## config.mk

```make
export PLATFORM = sky130hd
export DESIGN_NAME = spim_shifter
export DESIGN_NICKNAME = d
export VERILOG_FILES = /design/src/rtl/spim_shifter.sv
export SDC_FILE = /design/constraint.sdc
export NUM_CORES = 1
export LEC_CHECK = 0
export ABC_AREA = 1
export CAP_MARGIN = 20
export CORE_MARGIN = 2
export CORE_UTILIZATION = 58
export DETAILED_ROUTE_END_ITERATION = 16
export GPL_TIMING_DRIVEN = 1
export PLACE_DENSITY = 0.85
export SLEW_MARGIN = 30
export SYNTH_ARGS = -nofsm -noshare
export SYNTH_HDL_FRONTEND = slang
export SYNTH_SLANG_ARGS = --single-unit
```

## constraint.sdc

```tcl
create_clock -name i_sys_clk -period 3.5 [get_ports i_sys_clk]
set_input_delay 0.7 -clock i_sys_clk [delete_from_list [all_inputs] [get_ports i_sys_clk]]
set_output_delay 0.7 -clock i_sys_clk [all_outputs]
set_load 0.1 [all_outputs]
```

## src/rtl/spim_shifter.sv

```systemverilog
// spim_shifter: SPI master data path. Sits after the SCLK/slave-select
// generator, drives MOSI from a single-entry transmit holding register and
// assembles MISO into a receive word. Handles all four CPOL/CPHA modes and
// MSB- or LSB-first ordering. SCLK is sampled as data in the system clock
// domain; its edges are found by comparing against a registered copy.
module spim_shifter #(
  parameter int DATA_SIZE = 16
) (
  input  logic                 i_sys_clk,
  input  logic                 i_sys_rst_n,
  input  logic [DATA_SIZE-1:0] i_tx_data,
  input  logic                 i_tx_load,
  input  logic                 i_lsb_first,
  input  logic                 i_cpol,
  input  logic                 i_cpha,
  input  logic                 i_sclk,
  input  logic                 i_ss_n,
  input  logic                 i_miso,
  output logic                 o_mosi,
  output logic                 o_tx_ready,
  output logic [DATA_SIZE-1:0] o_rx_data,
  output logic                 o_rx_valid,
  output logic                 o_tx_underrun,
  output logic                 o_rx_abort,
  output logic                 o_busy
);

  localparam int CNT_W = $clog2(DATA_SIZE + 1);

  // One-hot frame state.
  typedef enum logic [2:0] {
    ST_IDLE = 3'b001,
    ST_XFER = 3'b010,
    ST_DONE = 3'b100
  } state_t;

  state_t r_state;

  // Edge-detect history and frame arming.
  logic r_sclk_d;
  logic r_ss_d;
  logic r_ss_seen;

  // Transmit side.
  logic [DATA_SIZE-1:0] r_hold;
  logic                 r_tx_ready;
  logic [DATA_SIZE-1:0] r_tx_shift;
  logic                 r_mosi;
  logic                 r_skip_shift;

  // Receive side.
  logic [DATA_SIZE-1:0] r_rx_shift;
  logic [DATA_SIZE-1:0] r_rx_data;
  logic [CNT_W-1:0]     r_bit_cnt;

  // Single-cycle status pulses.
  logic r_rx_valid;
  logic r_tx_underrun;
  logic r_rx_abort;

  // Combinational edge / frame conditions for the current cycle.
  logic w_lead;
  logic w_trail;
  logic w_sample;
  logic w_shift;
  logic w_start;
  logic w_end;

  // Data-path next values.
  logic [DATA_SIZE-1:0] w_start_word;
  logic [DATA_SIZE-1:0] w_tx_adv;
  logic [DATA_SIZE-1:0] w_rx_next;
  logic                 w_start_bit;
  logic                 w_adv_bit;
  logic                 w_last_sample;
  logic                 w_underrun;

  // SCLK leaves its idle level on a leading edge and returns on a trailing edge.
  assign w_lead  = (i_sclk != i_cpol) && (r_sclk_d == i_cpol);
  assign w_trail = (i_sclk == i_cpol) && (r_sclk_d != i_cpol);

  // CPHA picks which edge type samples; the other one shifts.
  assign w_sample = i_cpha ? w_trail : w_lead;
  assign w_shift  = i_cpha ? w_lead  : w_trail;

  // A start only counts once slave select has been seen high since reset, so
  // a frame interrupted by reset is ignored until its end.
  assign w_start = r_ss_d && !i_ss_n && r_ss_seen;
  assign w_end   = !r_ss_d && i_ss_n;

  // Word loaded at start: the held word if present, otherwise a word being
  // loaded in the same cycle, otherwise zeros (an underrun).
  assign w_underrun   = r_tx_ready && !i_tx_load;
  assign w_start_word = !r_tx_ready ? r_hold :
                        (i_tx_load ? i_tx_data : '0);

  // The current TX bit sits at the MSB (MSB first) or LSB (LSB first).
  assign w_tx_adv    = i_lsb_first ? (r_tx_shift >> 1) : (r_tx_shift << 1);
  assign w_start_bit = i_lsb_first ? w_start_word[0] : w_start_word[DATA_SIZE-1];
  assign w_adv_bit   = i_lsb_first ? w_tx_adv[0]     : w_tx_adv[DATA_SIZE-1];

  // LSB first shifts in at the top and moves right; MSB first the reverse.
  assign w_rx_next = i_lsb_first ? {i_miso, r_rx_shift[DATA_SIZE-1:1]}
                                 : {r_rx_shift[DATA_SIZE-2:0], i_miso};

  assign w_last_sample = (r_bit_cnt == CNT_W'(DATA_SIZE - 1));

  // Register SCLK and slave select for edge detection; remember a high SS.
  always_ff @(posedge i_sys_clk or negedge i_sys_rst_n) begin
    if (!i_sys_rst_n) begin
      r_sclk_d  <= 1'b1;
      r_ss_d    <= 1'b1;
      r_ss_seen <= 1'b0;
    end else begin
      r_sclk_d  <= i_sclk;
      r_ss_d    <= i_ss_n;
      r_ss_seen <= r_ss_seen | i_ss_n;
    end
  end

  // Single-entry holding register: filled by an accepted load, emptied at start.
  always_ff @(posedge i_sys_clk or negedge i_sys_rst_n) begin
    if (!i_sys_rst_n) begin
      r_hold     <= '0;
      r_tx_ready <= 1'b1;
    end else if ((r_state == ST_IDLE) && w_start) begin
      r_tx_ready <= 1'b1;
    end else if (i_tx_load && r_tx_ready) begin
      r_hold     <= i_tx_data;
      r_tx_ready <= 1'b0;
    end
  end

  // Frame FSM with the TX/RX shift registers, bit counter and status pulses.
  always_ff @(posedge i_sys_clk or negedge i_sys_rst_n) begin
    if (!i_sys_rst_n) begin
      r_state       <= ST_IDLE;
      r_tx_shift    <= '0;
      r_mosi        <= 1'b0;
      r_skip_shift  <= 1'b0;
      r_rx_shift    <= '0;
      r_rx_data     <= '0;
      r_bit_cnt     <= '0;
      r_rx_valid    <= 1'b0;
      r_tx_underrun <= 1'b0;
      r_rx_abort    <= 1'b0;
    end else begin
      r_rx_valid    <= 1'b0;
      r_tx_underrun <= 1'b0;
      r_rx_abort    <= 1'b0;
      case (r_state)
        ST_IDLE: begin
          r_mosi <= 1'b0;
          if (w_start) begin
            r_state       <= ST_XFER;
            r_tx_shift    <= w_start_word;
            r_mosi        <= w_start_bit;
            r_bit_cnt     <= '0;
            // With CPHA=1 bit 0 is already on the line, so the first
            // leading edge must not advance it.
            r_skip_shift  <= i_cpha;
            r_tx_underrun <= w_underrun;
          end
        end
        ST_XFER: begin
          if (w_end) begin
            r_state    <= ST_IDLE;
            r_mosi     <= 1'b0;
            r_rx_abort <= 1'b1;
          end else begin
            if (w_shift) begin
              if (r_skip_shift) begin
                r_skip_shift <= 1'b0;
              end else begin
                r_tx_shift <= w_tx_adv;
                r_mosi     <= w_adv_bit;
              end
            end
            if (w_sample) begin
              r_rx_shift <= w_rx_next;
              r_bit_cnt  <= r_bit_cnt + CNT_W'(1);
              if (w_last_sample) begin
                r_rx_data  <= w_rx_next;
                r_rx_valid <= 1'b1;
                r_state    <= ST_DONE;
              end
            end
          end
        end
        ST_DONE: begin
          // Further SCLK edges are ignored; MOSI holds until the frame ends.
          if (w_end) begin
            r_state <= ST_IDLE;
            r_mosi  <= 1'b0;
          end
        end
        default: begin
          r_state <= ST_IDLE;
          r_mosi  <= 1'b0;
        end
      endcase
    end
  end

  assign o_mosi        = r_mosi;
  assign o_tx_ready    = r_tx_ready;
  assign o_rx_data     = r_rx_data;
  assign o_rx_valid    = r_rx_valid;
  assign o_tx_underrun = r_tx_underrun;
  assign o_rx_abort    = r_rx_abort;
  assign o_busy        = (r_state == ST_XFER) || (r_state == ST_DONE);

endmodule

```

==> flow_summary.json <==
{
  "status": "finished clean",
  "path_class": "reg -> reg",
  "finalWirelength_um": 9040,
  "die_h_um": 88.7,
  "gp_congestion": 0.812,
  "path_cells": "inv_2 > nand2_1 > inv_2 > nand2_1 > nand3_4 > nand2_1 > nand2_1",
  "synth-async-reset-ratio_pct": 100,
  "initial_core_util_pct": 60.5,
  "powerDensity_nw_per_um2": 613,
  "switching_share_pct": 37.5,
  "crit_path_max_fanout": 21,
  "clock_latency_ns": 0.36,
  "hold_buffers": 0,
  "die_x_um": 88.7,
  "wl_per_cell_um": 12.6,
  "clock_path_buffers": 2,
  "critical_path_arrival_ns": 2.86,
  "path_common_cell": "nand2_1",
  "viasPerCell": 5.21,
  "antenna_found_initial": 0,
  "critPathRequiredTime_ns": 3.75,
  "nNetsFinal": 642,
  "ys.flop_type": "dfrtp_1",
  "post-cts-setup-buffers": 0,
  "cts_tree": "done",
  "worstSetupEndpointType": "flip-flop",
  "globalRouteTotalUtil_pct": 24.8,
  "yosysUniqueCellTypes": 28,
  "drv_slew": 0,
  "setup_viol": 0,
  "io_buffers": 46,
  "hold_viol": 0,
  "dp_hpwl_um": 5890,
  "relSlewSlack_pct": 35.2,
  "cts_resized": 0,
  "synthMostInstantiatedCell": "nand2_1",
  "multi_input_area_um2": 1820,
  "ys_seq_area_share_pct": 48.9,
  "drt_iter0_drc": 285,
  "yosys_warnings": 0,
  "drive_above_1_share_pct": 6.61,
  "io_pins": 47,
  "die_area_um2": 7860,
  "grt_pass1_wl_um": 15400,
  "rows": 30,
  "max_slew.worst_pin.slew_ns": 0.969,
  "cts.sinks": 81,
  "seq_power_share_pct": 43.7,
  "fin_crit_ns": 2.61,
  "p_leak_uw": 0.00266,
  "first_pass_iters": 5,
  "synth_top_area_share_pct": 46.3,
  "p_sw_uw": 1120,
  "ys_ff_latch": 81,
  "drcViolationCount": 0,
  "fmax_mhz": 382,
  "startpoint_type": "flip-flop",
  "ant_nets": 0,
  "combPwrFrac_pct": 30.7,
  "clkTransAtPathRegs_ns": 0.08,
  "syn_nets": 607,
  "hp-class": "in -> async",
  "rsz0062_at_grt": "false",
  "fill_cells": 548,
  "synth_cells": 580,
  "skew_ns": 0.00691,
  "maxCapViolations": 0,
  "setup_tns_ns": 0,
  "critPathBufInv": 2,
  "grt_max_degree": 82,
  "vias": 3728,
  "pwr-share-clk_pct": 25.6,
  "irDropWorstVdd_mv": 0.338,
  "area_growth_pct": 16.8,
  "syn_avg_cell_area_um2": 7.17,
  "cts_root_buf": "clkbuf_8",
  "cpPeakStageDelay_ns": 0.59,
  "synthTopCellsByArea": "dfrtp_1 46%, nand2_1 26%, o21ai_0 4.2%, inv_1 3.9%, nor2_1 3.3%",
  "worst_hold_slack_ns": 0.353,
  "final.period_utilization_pct": 74.7,
  "grt_pass1_vias": 3549,
  "synth_edf_count": 0,
  "cts_made_buffers": 9,
  "cpMaxStageDelayCell": "nand2_1",
  "coreArea_um2": 6870,
  "syn_area_um2": 4160,
  "yosys.area.top_type": "dfrtp_1",
  "netlist_top_cells_count": "286 x nand2_1, 77 x dfrtp_1, 43 x inv_1",
  "overflow": 0,
  "diodes": 0,
  "cp_top_family": "simple AND/OR/NAND/NOR gates",
  "internal_power_uw": 1860,
  "register_area_um2": 2030,
  "htree_num_levels": 3
}
## kinds of logic after synthesis
kind of cell	synth area share (%)
and+or+nand+nor	37.6
DFF	48.9
buffers and inverters	7.28
AOI/OAI and AO/OA	5.48
adders and majority gates	0.602
xor gates and xnor gates	0.211
## registers in the layout, indices dropped and copies added (netlist names)
signal,cells
r_state,3
o_rx_valid,1
r_tx_shift,16
r_ss_d,1
o_tx_ready,1
r_ss_seen,1
r_rx_shift,16
o_rx_abort,1
r_skip_shift,1
o_mosi,1
r_bit_cnt,5
o_rx_data,16
r_sclk_d,1
o_tx_underrun,1
r_hold,16
## metal layers
layer | routed length [um] | global-route usage (%) | up-vias
met4 | 186 | 11.3 | 0
met2 | 4370 | 41.6 | 115
met5 | 0 | 0 | -
met3 | 402 | 3.73 | 16
met1 | 4080 | 31.6 | 1734
li1 | - | - | 1863
## layout by cell type, fill, tap and decap left out, types with 2 or more instances in the layout
| cell | instances |
|---|---|
| buf_4 | 5 |
| nor2_1 | 37 |
| inv_2 | 5 |
| or2_2 | 2 |
| nand3_1 | 26 |
| clkinv_4 | 2 |
| nand3_2 | 2 |
| clkbuf_8 | 9 |
| inv_1 | 43 |
| nand2_2 | 3 |
| clkinvlp_4 | 2 |
| nand2_1 | 286 |
| clkdlybuf4s50_1 | 43 |
| dfstp_2 | 4 |
| nand3b_1 | 3 |
| dfrtp_1 | 77 |
| bufinv_16 | 2 |
| nand4_1 | 18 |
| o21ai_1 | 4 |
| ha_1 | 2 |
| o21ai_0 | 35 |
## final cells by class
cell class	count	share of cell area [%]
Sequential cell	81	41.8
Multi-Input combinational cell	425	37.5
Timing Repair Buffer	49	9.86
Inverter	49	3.78
Clock buffer	10	2.63
Tap cell	96	2.47
Clock inverter	6	1.91
## power groups by stage
stage / clock network, uW / registers (uW) / logic, uW
6_report: 761 / 1300 / 915
5_1_grt: 815 / 1330 / 1050
4_1_cts: 775 / 1300 / 917
3_5_place_dp: 0 / 1310 / 911
3_3_place_gp: 0 / 1300 / 871
2_1_floorplan: 0 / 1310 / 692
## path summary, 6_finish.rpt
check / start / end / slack [ns] / depth (start not counted)
worst min-delay path: i_sys_rst_n / r_hold[0] / 0.35 / 1
worst min register to register: r_rx_shift[15] / r_rx_shift[15] / 0.48 / 2
worst max-delay path: r_state[0] / r_tx_shift[8] / 0.89 / 7
max in group asynchronous: i_sys_rst_n / r_hold[11] / 2.62 / 1
min in group i_sys_clk: r_rx_shift[15] / r_rx_shift[15] / 0.48 / 2
worst max register to register: r_state[0] / r_tx_shift[8] / 0.89 / 7
## per-stage QoR
stage               util (%)  total power, uW  setup WS [ns]  cells  instance area [um2]
floorplan                  -             2000           1.31    580                 4160
global placement        67.5             2170          0.804    700                 4640
detailed placement      67.5             2220          0.738    700                 4640
CTS                     70.7             2990          0.913    716                 4860
global route            70.7             3190          0.715    716                 4860
finish                  70.7             2980          0.885    716                 4860
(Power assumes the default switching activity.)
